`src/rtl/fft_pkg.sv`:
```
// Shared constants and types for the in-place radix-2 DIT FFT datapath.
package fft_pkg;

    localparam int FFT_LOG2N    = 9;
    localparam int FFT_N        = 1 << FFT_LOG2N;
    localparam int FFT_WR_DELAY = 6;

    typedef logic [FFT_LOG2N-1:0] addr_t;
    typedef logic [FFT_LOG2N-2:0] tw_idx_t;

    typedef enum logic [1:0] {
        IDLE,
        READ,
        DRAIN,
        DONE
    } seq_state_t;

endpackage

```
`src/rtl/fft_wr_delay_line.sv`:
```
// Write-back address pipeline: carries {valid, addr, is_b} from an operand
// read to the cycle its butterfly result is written back, DEPTH cycles later.
module fft_wr_delay_line #(
    parameter int DEPTH = 6,
    parameter int AW    = 9
) (
    input  logic          i_clk,
    input  logic          i_rst,
    input  logic          i_vld,
    input  logic [AW-1:0] i_addr,
    input  logic          i_is_b,
    output logic          o_vld,
    output logic [AW-1:0] o_addr,
    output logic          o_is_b,
    output logic          o_empty
);

    logic [DEPTH-1:0]         vld_pipe;
    logic [DEPTH-1:0][AW-1:0] addr_pipe;
    logic [DEPTH-1:0]         isb_pipe;

    // Shift one slot per cycle; slot 0 captures the read issued this cycle.
    // Invalid slots carry zeros so the write outputs are clean when idle.
    always_ff @(posedge i_clk or posedge i_rst) begin
        if (i_rst) begin
            vld_pipe  <= '0;
            addr_pipe <= '0;
            isb_pipe  <= '0;
        end else begin
            vld_pipe  <= {vld_pipe[DEPTH-2:0], i_vld};
            addr_pipe <= {addr_pipe[DEPTH-2:0], i_addr & {AW{i_vld}}};
            isb_pipe  <= {isb_pipe[DEPTH-2:0], i_vld & i_is_b};
        end
    end

    assign o_vld   = vld_pipe[DEPTH-1];
    assign o_addr  = addr_pipe[DEPTH-1];
    assign o_is_b  = isb_pipe[DEPTH-1];
    // Nothing is queued behind the output slot: whatever is leaving this
    // cycle (if anything) is the last entry in flight.
    assign o_empty = ~|vld_pipe[DEPTH-2:0];

endmodule

```
`src/rtl/fft_stage_seq.sv`:
```
// Stage sequencer for the in-place radix-2 DIT FFT. Walks every stage,
// issuing A then B operand reads with the twiddle index, delays each read
// address to its write-back slot, and drains the write pipeline between
// stages so stage s+1 never reads a location stage s has yet to write.
module fft_stage_seq
    import fft_pkg::*;
#(
    parameter int LOG2N    = FFT_LOG2N,
    parameter int WR_DELAY = FFT_WR_DELAY
) (
    input  logic             i_clk,
    input  logic             i_rst,
    input  logic             i_start,
    output logic             o_busy,
    output logic             o_done,
    output logic [3:0]       o_stage,
    output logic             o_rd_en,
    output logic [LOG2N-1:0] o_rd_addr,
    output logic             o_rd_is_b,
    output logic [LOG2N-2:0] o_tw_idx,
    output logic             o_wr_en,
    output logic [LOG2N-1:0] o_wr_addr,
    output logic             o_wr_is_b
);

    localparam int            KW     = LOG2N - 1;
    localparam logic [KW-1:0] K_LAST = '1;
    localparam logic [3:0]    S_LAST = 4'(LOG2N - 1);

    seq_state_t       state, state_nx;
    logic [KW-1:0]    k;
    logic [3:0]       s;
    logic             phase;
    logic             pipe_empty;
    logic [LOG2N-1:0] k_ext;
    logic [LOG2N-1:0] half;
    logic [LOG2N-1:0] addr_a;
    logic [KW-1:0]    pos_mask;
    logic [3:0]       tw_sh;

    // State register.
    always_ff @(posedge i_clk or posedge i_rst) begin
        if (i_rst) state <= IDLE;
        else       state <= state_nx;
    end

    // Next state and the state-decoded status/read-enable outputs.
    always_comb begin
        state_nx = state;
        o_busy   = 1'b0;
        o_done   = 1'b0;
        o_rd_en  = 1'b0;
        case (state)
            IDLE: begin
                if (i_start) state_nx = READ;
            end
            READ: begin
                o_busy  = 1'b1;
                o_rd_en = 1'b1;
                if (phase && k == K_LAST) state_nx = DRAIN;
            end
            DRAIN: begin
                o_busy = 1'b1;
                // pipe_empty marks the cycle the stage's final write goes out.
                if (pipe_empty) state_nx = (s == S_LAST) ? DONE : READ;
            end
            DONE: begin
                o_done   = 1'b1;
                state_nx = IDLE;
            end
            default: state_nx = IDLE;
        endcase
    end

    // Butterfly counter, A/B phase and stage index. k wraps naturally at the
    // end of a stage; s stops at the last stage so DONE reports it.
    always_ff @(posedge i_clk or posedge i_rst) begin
        if (i_rst) begin
            k     <= '0;
            s     <= '0;
            phase <= 1'b0;
        end else begin
            case (state)
                IDLE: begin
                    if (i_start) begin
                        k     <= '0;
                        s     <= '0;
                        phase <= 1'b0;
                    end
                end
                READ: begin
                    phase <= ~phase;
                    if (phase) k <= k + 1'b1;
                end
                DRAIN: begin
                    if (pipe_empty && s != S_LAST) s <= s + 4'd1;
                end
                default: ;
            endcase
        end
    end

    // Operand address and twiddle index: the low s bits of k select the
    // position inside a group, the rest select the group of 2*half entries.
    always_comb begin
        k_ext     = LOG2N'(k);
        half      = LOG2N'(1) << s;
        pos_mask  = KW'(half - LOG2N'(1));
        tw_sh     = S_LAST - s;
        addr_a    = ((k_ext >> s) << (s + 4'd1)) | (k_ext & (half - LOG2N'(1)));
        o_rd_addr = '0;
        o_rd_is_b = 1'b0;
        o_tw_idx  = '0;
        if (o_rd_en) begin
            o_rd_addr = phase ? addr_a + half : addr_a;
            o_rd_is_b = phase;
            o_tw_idx  = (k & pos_mask) << tw_sh;
        end
    end

    assign o_stage = s;

    fft_wr_delay_line #(
        .DEPTH (WR_DELAY),
        .AW    (LOG2N)
    ) u_wr_dly (
        .i_clk   (i_clk),
        .i_rst   (i_rst),
        .i_vld   (o_rd_en),
        .i_addr  (o_rd_addr),
        .i_is_b  (o_rd_is_b),
        .o_vld   (o_wr_en),
        .o_addr  (o_wr_addr),
        .o_is_b  (o_wr_is_b),
        .o_empty (pipe_empty)
    );

endmodule

```
`config.mk`:
```
export PLATFORM = sky130hd
export DESIGN_NAME = fft_stage_seq
export DESIGN_NICKNAME = d
export VERILOG_FILES = /design/src/rtl/fft_pkg.sv /design/src/rtl/fft_wr_delay_line.sv /design/src/rtl/fft_stage_seq.sv
export SDC_FILE = /design/constraint.sdc
export NUM_CORES = 1
export LEC_CHECK = 0
export CORE_MARGIN = 2
export CORE_UTILIZATION = 36
export CTS_CLUSTER_SIZE = 28
export DETAILED_ROUTE_END_ITERATION = 12
export DONT_BUFFER_PORTS = 1
export PLACE_DENSITY = 0.54
export SYNTH_ARGS = -nofsm -noshare
export SYNTH_HDL_FRONTEND = slang
export SYNTH_SLANG_ARGS = --single-unit
```
`constraint.sdc`:
```
create_clock -name i_clk -period 5.6 [get_ports i_clk]
set_input_delay 1.12 -clock i_clk [delete_from_list [all_inputs] [get_ports i_clk]]
set_output_delay 1.12 -clock i_clk [all_outputs]
set_load 0.02 [all_outputs]
```
After elaboration in Yosys (flattened, before gate mapping) --
Index checks and enable logic that the tools add are counted. W data, S select, Z words.
Storage, ports and cells: flip-flop bits (word level) 81, input bits 3, output and inout port bits 36, logic and storage cells 70
Operators by class: add/sub/neg operators 5, eq/ne operators 11, shifts and indexed selects 4, mux-type cells 20, bitwise gates (word level) 6, reduce and logical (&&, ||, !) cells 12
Operators by type and width (count):
- $mux W8 | 3
- $mux W9 | 2
- $pmux W8 S2 | 1
- $ne A2 B2 Y1 const B | 5
- $add A9 B9 Y9 | 1
- $and A8 B9 Y9 | 1
- $and A9 B9 Y9 | 1
- $or A9 B9 Y9 | 1
- $reduce_and A3 Y1 | 3
- $shl A1 B4 Y9 const A | 1
- $shl A9 B4 Y9 | 1
- $shr A8 B4 Y9 | 1
- $sub A9 B1 Y9 const B | 1
- $add A8 B1 Y8 const B | 1
- $and A8 B8 Y8 | 1
- $eq A8 B8 Y1 const B | 1
- $mux W2 | 4
- $mux W4 | 2
- $pmux W2 S4 | 1
- $pmux W4 S2 | 1
- $shl A8 B4 Y8 | 1
- $mux W1 | 5
- $reduce_or A5 Y1 | 1
- $add A4 B1 Y4 const B | 1
- 14 further kinds | 17

Logic depth before layout (Yosys ltp) --
depth after elaboration 8, mapped depth 17, gate-level depth less buffers 15

Hierarchy --
Synthesis repeated with hierarchy kept, for this count alone.
Unflattened totals: cells, all modules 437, area total of the unflattened synthesis 4405.5 µm²
By module, submodules not included:
- fft_stage_seq | instances 1, cells an instance 349, area an instance 2608.8 µm², sequential area each 375.4 µm²
- fft_wr_delay_line | instances 1, cells an instance 88, area an instance 1796.7 µm², sequential area each 1651.6 µm²

Least setup slack after synthesis --
No wires, ideal clock.
kind flip-flop to output port, from register s[0], in the netlist o_stage[0], to output o_rd_addr[8], arrival time 4.272 ns, required time 4.480 ns, setup slack 0.208 ns, stages on the path, launching flop included 16, buffers on the path 2, cell sequence dfrtp_1 buf_6 buf_4 clkinv_1 ha_1 ha_1 or3_1 and3_1 o31ai_1 o21ai_1 ha_1 or3_1 o211a_1 a211o_1 a31o_2 mux2i_1
Between the ends: word-level cells in the longest chain between the ends 7, elaborated cells between the ends (all ways) 10, those cells by class 3 x add/sub; 3 x shift; 2 x mux; 2 x bitwise
Ends and longest elaborated chain:
- start: declaration | line fft_stage_seq.sv:32 | logic [3:0] s;
- start signal: assignment | line fft_stage_seq.sv:96 | if (pipe_empty && s != S_LAST) s <= s + 4'd1;
- $shl A1 B4 Y9 | line fft_stage_seq.sv:107 | half = LOG2N'(1) << s;
- $sub A9 B1 Y9 | line fft_stage_seq.sv:110 | addr_a = ((k_ext >> s) << (s + 4'd1)) | (k_ext & (half - LOG2N'(1)));
- $and A8 B9 Y9 | line fft_stage_seq.sv:110
- $or A9 B9 Y9 | line fft_stage_seq.sv:110
- $add A9 B9 Y9 | line fft_stage_seq.sv:115 | o_rd_addr = phase ? addr_a + half : addr_a;
- $mux W9 (*) | line fft_stage_seq.sv:115
- $mux W9 (*) | line fft_stage_seq.sv:114 | if (o_rd_en) begin
- end: declaration | line fft_stage_seq.sv:18 | output logic [LOG2N-1:0] o_rd_addr,
Mark *: on every way between the ends. The rest lies on a longest branch, timed or not.

Final worst setup path --
Ends and elaborated chain as after synthesis.

==> qor.yml <==
grt_max_degree: 82
switching_share: 0.213
crit_path_frequent_cell: "ha_1"
r2r_cells: 13
avgSynthCellArea_um2: 10.4
max_stage_delay_ps: 420
clockRootBuffer: "clkbuf_16"
start_util: 0.365
grt.overflow.total: 0
critPathTopFamily: "compound AO/OA/AOI/OAI gates"
async_flop_share: 1.00
cp_max_fo: 38
synth-seq-cells: 81
grt_setup_unrepaired: "no"
fp.coreArea_mm2: 0.0119
worstPathCellList: "buf_12 -> ha_1 -> ha_1 -> or3_1 -> and3_1 -> o31ai_1 -> o21ai_1 -> ha_1 -> or3_1 -> o211a_1 -> a211o_1 -> a31o_2 -> mux2i_2"
grt_util_all_layers: 0.173
power.internal_uw: 899
min_period_ps: 5320
die_y_um: 114
power_switching_uw: 243
finalSetupTns_ps: 0
start_kind: "register"
clock_sinks: 81
row_count: 40
multiInputGateArea_mm2: 0.00204
grt_pass1_wl_mm: 17.1
drc: 0
path_class: "register to output port"
clock_path_buffers: 2
critPathArrivalTime_ps: 4200
dr.pass1.iters: 4
drive_above_1_share: 0.113
path_buf_inv: 1
antennaDiodeCount: 0
period_share: 0.951
highest_layer: "met4"
vdd_drop_max_uv: 135
syn_nets: 445
end_kind: "output port"
p_leak_nw: 2.12
synth.distinct_cells: 67
wl_per_cell_um: 18.7
tightest_slew_ps: 981
cts_setup_buffers: 0
cts_tree: "built"
syn_inst: 418
critical_path_required_ps: 4480
cts_buffers: 9
pin_count: 39
route.vias.total: 3116
skew_ps: 8.52
placed_cell_area_mm2: 0.00446
p_per_area_mw_per_mm2: 241
setup_violations: 0
clk_pin_slew_worst_paths_ps: 60
power_frac_clock: 0.477
ys_seq_area_frac: 0.468
gp_congestion: 0.902
design_area_mm2: 0.00474
drt_iter0_drc: 178
drv_slew: 0
seq_power_share: 0.513
wl_met2_mm: 4.86
nets: 439
synth_edf_count: 0
m1WireLength_mm: 4.86
cpMaxStageDelayCell: "or3_1"
maxSlewHeadroom: 0.346
outcome: "complete, no violations"
yosys_warnings: 0
die_width_um: 114
numPortBuffers: 0
drv_cap: 0
finalWirelength_mm: 10.5
met3_length_um: 555
p_comb_frac: 0.010
vias_per_cell: 5.53
fmax_ghz: 0.188
min_path_cells: 0
syn_area_mm2: 0.00433
hold_path_class: "register to register"
fill_cells: 1169
clk_latency_ps: 330
seq_area_mm2: 0.00203
die_area_mm2: 0.0129
antenna_found_initial: 0
drt.antenna.violating_nets: 0
grt_pass1_vias: 3046
final_util: 0.400
totalPowerFinal_mw: 1.14
hpwlAfterDp_mm: 7.62
area_growth_pct: 9.63
cp.depth: 13
hold_viol_final: 0
ys.flop_type: "dfrtp_1"
htree_levels: 3
==> final timing paths <==
path / to / startpoint / slack [ps]
max: o_rd_addr[8] / o_stage[0] / 280
min: u_wr_dly.addr_pipe[19] / u_wr_dly.addr_pipe[10] / 340
max reg2reg: u_wr_dly.addr_pipe[8] / o_stage[0] / 1590
min reg2reg: u_wr_dly.addr_pipe[19] / u_wr_dly.addr_pipe[10] / 340
max in group asynchronous: u_wr_dly.addr_pipe[30] / i_rst / 4000
min in group asynchronous: u_wr_dly.vld_pipe[3] / i_rst / 980
==> sequential cells by signal, indices dropped and copies added, names as in the netlist <==
signal / count
u_wr_dly.vld_pipe: 6
u_wr_dly.isb_pipe: 6
k: 8
o_stage: 4
u_wr_dly.addr_pipe: 45
u_wr_dly.o_addr: 9
state: 2
phase: 1
==> power by group through the flow <==
stage	Clock, mW	Combinational [mW]	Sequential, mW
floorplan	0	0.00896	0.596
global placement	0	0.0123	0.596
detailed placement	0	0.0127	0.596
CTS	0.559	0.0126	0.585
global route	0.587	0.0146	0.585
finish	0.545	0.0116	0.585
==> cell type report <==
type | count | share of cell area
Timing Repair Buffer | 15 | 0.0290
Inverter | 20 | 0.0161
Tap cell | 147 | 0.0388
Multi-Input combinational cell | 285 | 0.430
Clock inverter | 5 | 0.00844
Clock buffer | 10 | 0.0504
Sequential cell | 81 | 0.427
==> worst reg2reg max path: stages, from the launching register on <==
cell and delay [ps]:
dfrtp_1 410, buf_12 200, ha_1 240, ha_1 200
or3_1 420, and3_1 200, o31ai_1 300, o21ai_1 170
ha_1 240, or3_1 410, o211a_1 250, a211o_1 240
a31o_2 250, mux2i_2 340
==> through the flow <==
stage | std cells | setup WS (ps) | hold WS (ps)
5_1_grt | 563 | 23.6 | 346
2_1_floorplan | 418 | 208 | 331
3_3_place_gp | 548 | 597 | 332
3_5_place_dp | 548 | 532 | 335
6_report | 563 | 276 | 344
4_1_cts | 563 | 155 | 344
==> logic make-up after synthesis <==
| family | share of synthesized area |
|---|---|
| compound gates | 0.171 |
| xor+xnor | 0.0324 |
| fa+ha+maj | 0.0711 |
| buf+inv | 0.0610 |
| flops | 0.468 |
| mux | 0.0405 |
| simple gates | 0.156 |
==> cell usage in the layout, fill, tap and decap left out, types with 5 or more instances in the layout <==
cell / Yosys / final
dfrtp_1: 81 / 81
nand2_1: 30 / 30
nor2_1: 27 / 27
ha_1: 23 / 23
o21ai_0: 20 / 20
inv_1: 18 / 17
a21oi_1: 14 / 14
buf_4: 11 / 13
nand3_1: 12 / 12
mux2i_1: 13 / 12
xor2_1: 10 / 10
nand2b_1: 9 / 9
nor3_1: 9 / 9
clkbuf_16: 0 / 9
nor2b_1: 8 / 8
and3_1: 7 / 7
nand4_1: 6 / 6
xnor2_1: 6 / 6
o211a_1: 5 / 5
==> cells in the mapped netlist (10+ instances only) <==
cell type / instances / area share
nand2_1: 30 / 0.026
nand3_1: 12 / 0.014
o21ai_0: 20 / 0.023
buf_4: 11 / 0.019
ha_1: 23 / 0.066
nor2_1: 27 / 0.023
xor2_1: 10 / 0.020
a21oi_1: 14 / 0.016
inv_1: 18 / 0.016
buf_2: 10 / 0.012
dfrtp_1: 81 / 0.47
mux2i_1: 13 / 0.030
==> metal layers <==
layer | up-vias | track usage
met3 | 17 | 0.0335
met1 | 1543 | 0.236
met4 | 0 | 0.0642
li1 | 1467 | -
met2 | 89 | 0.275
met5 | - | 0
==> repair_timing <==
action	in CTS	in global routing
setup endpoints to repair	0	1
hold buffers	0	0
gates resized for setup	0	1
hold endpoints to repair	0	0
Power figures use the tool's default switching activity.
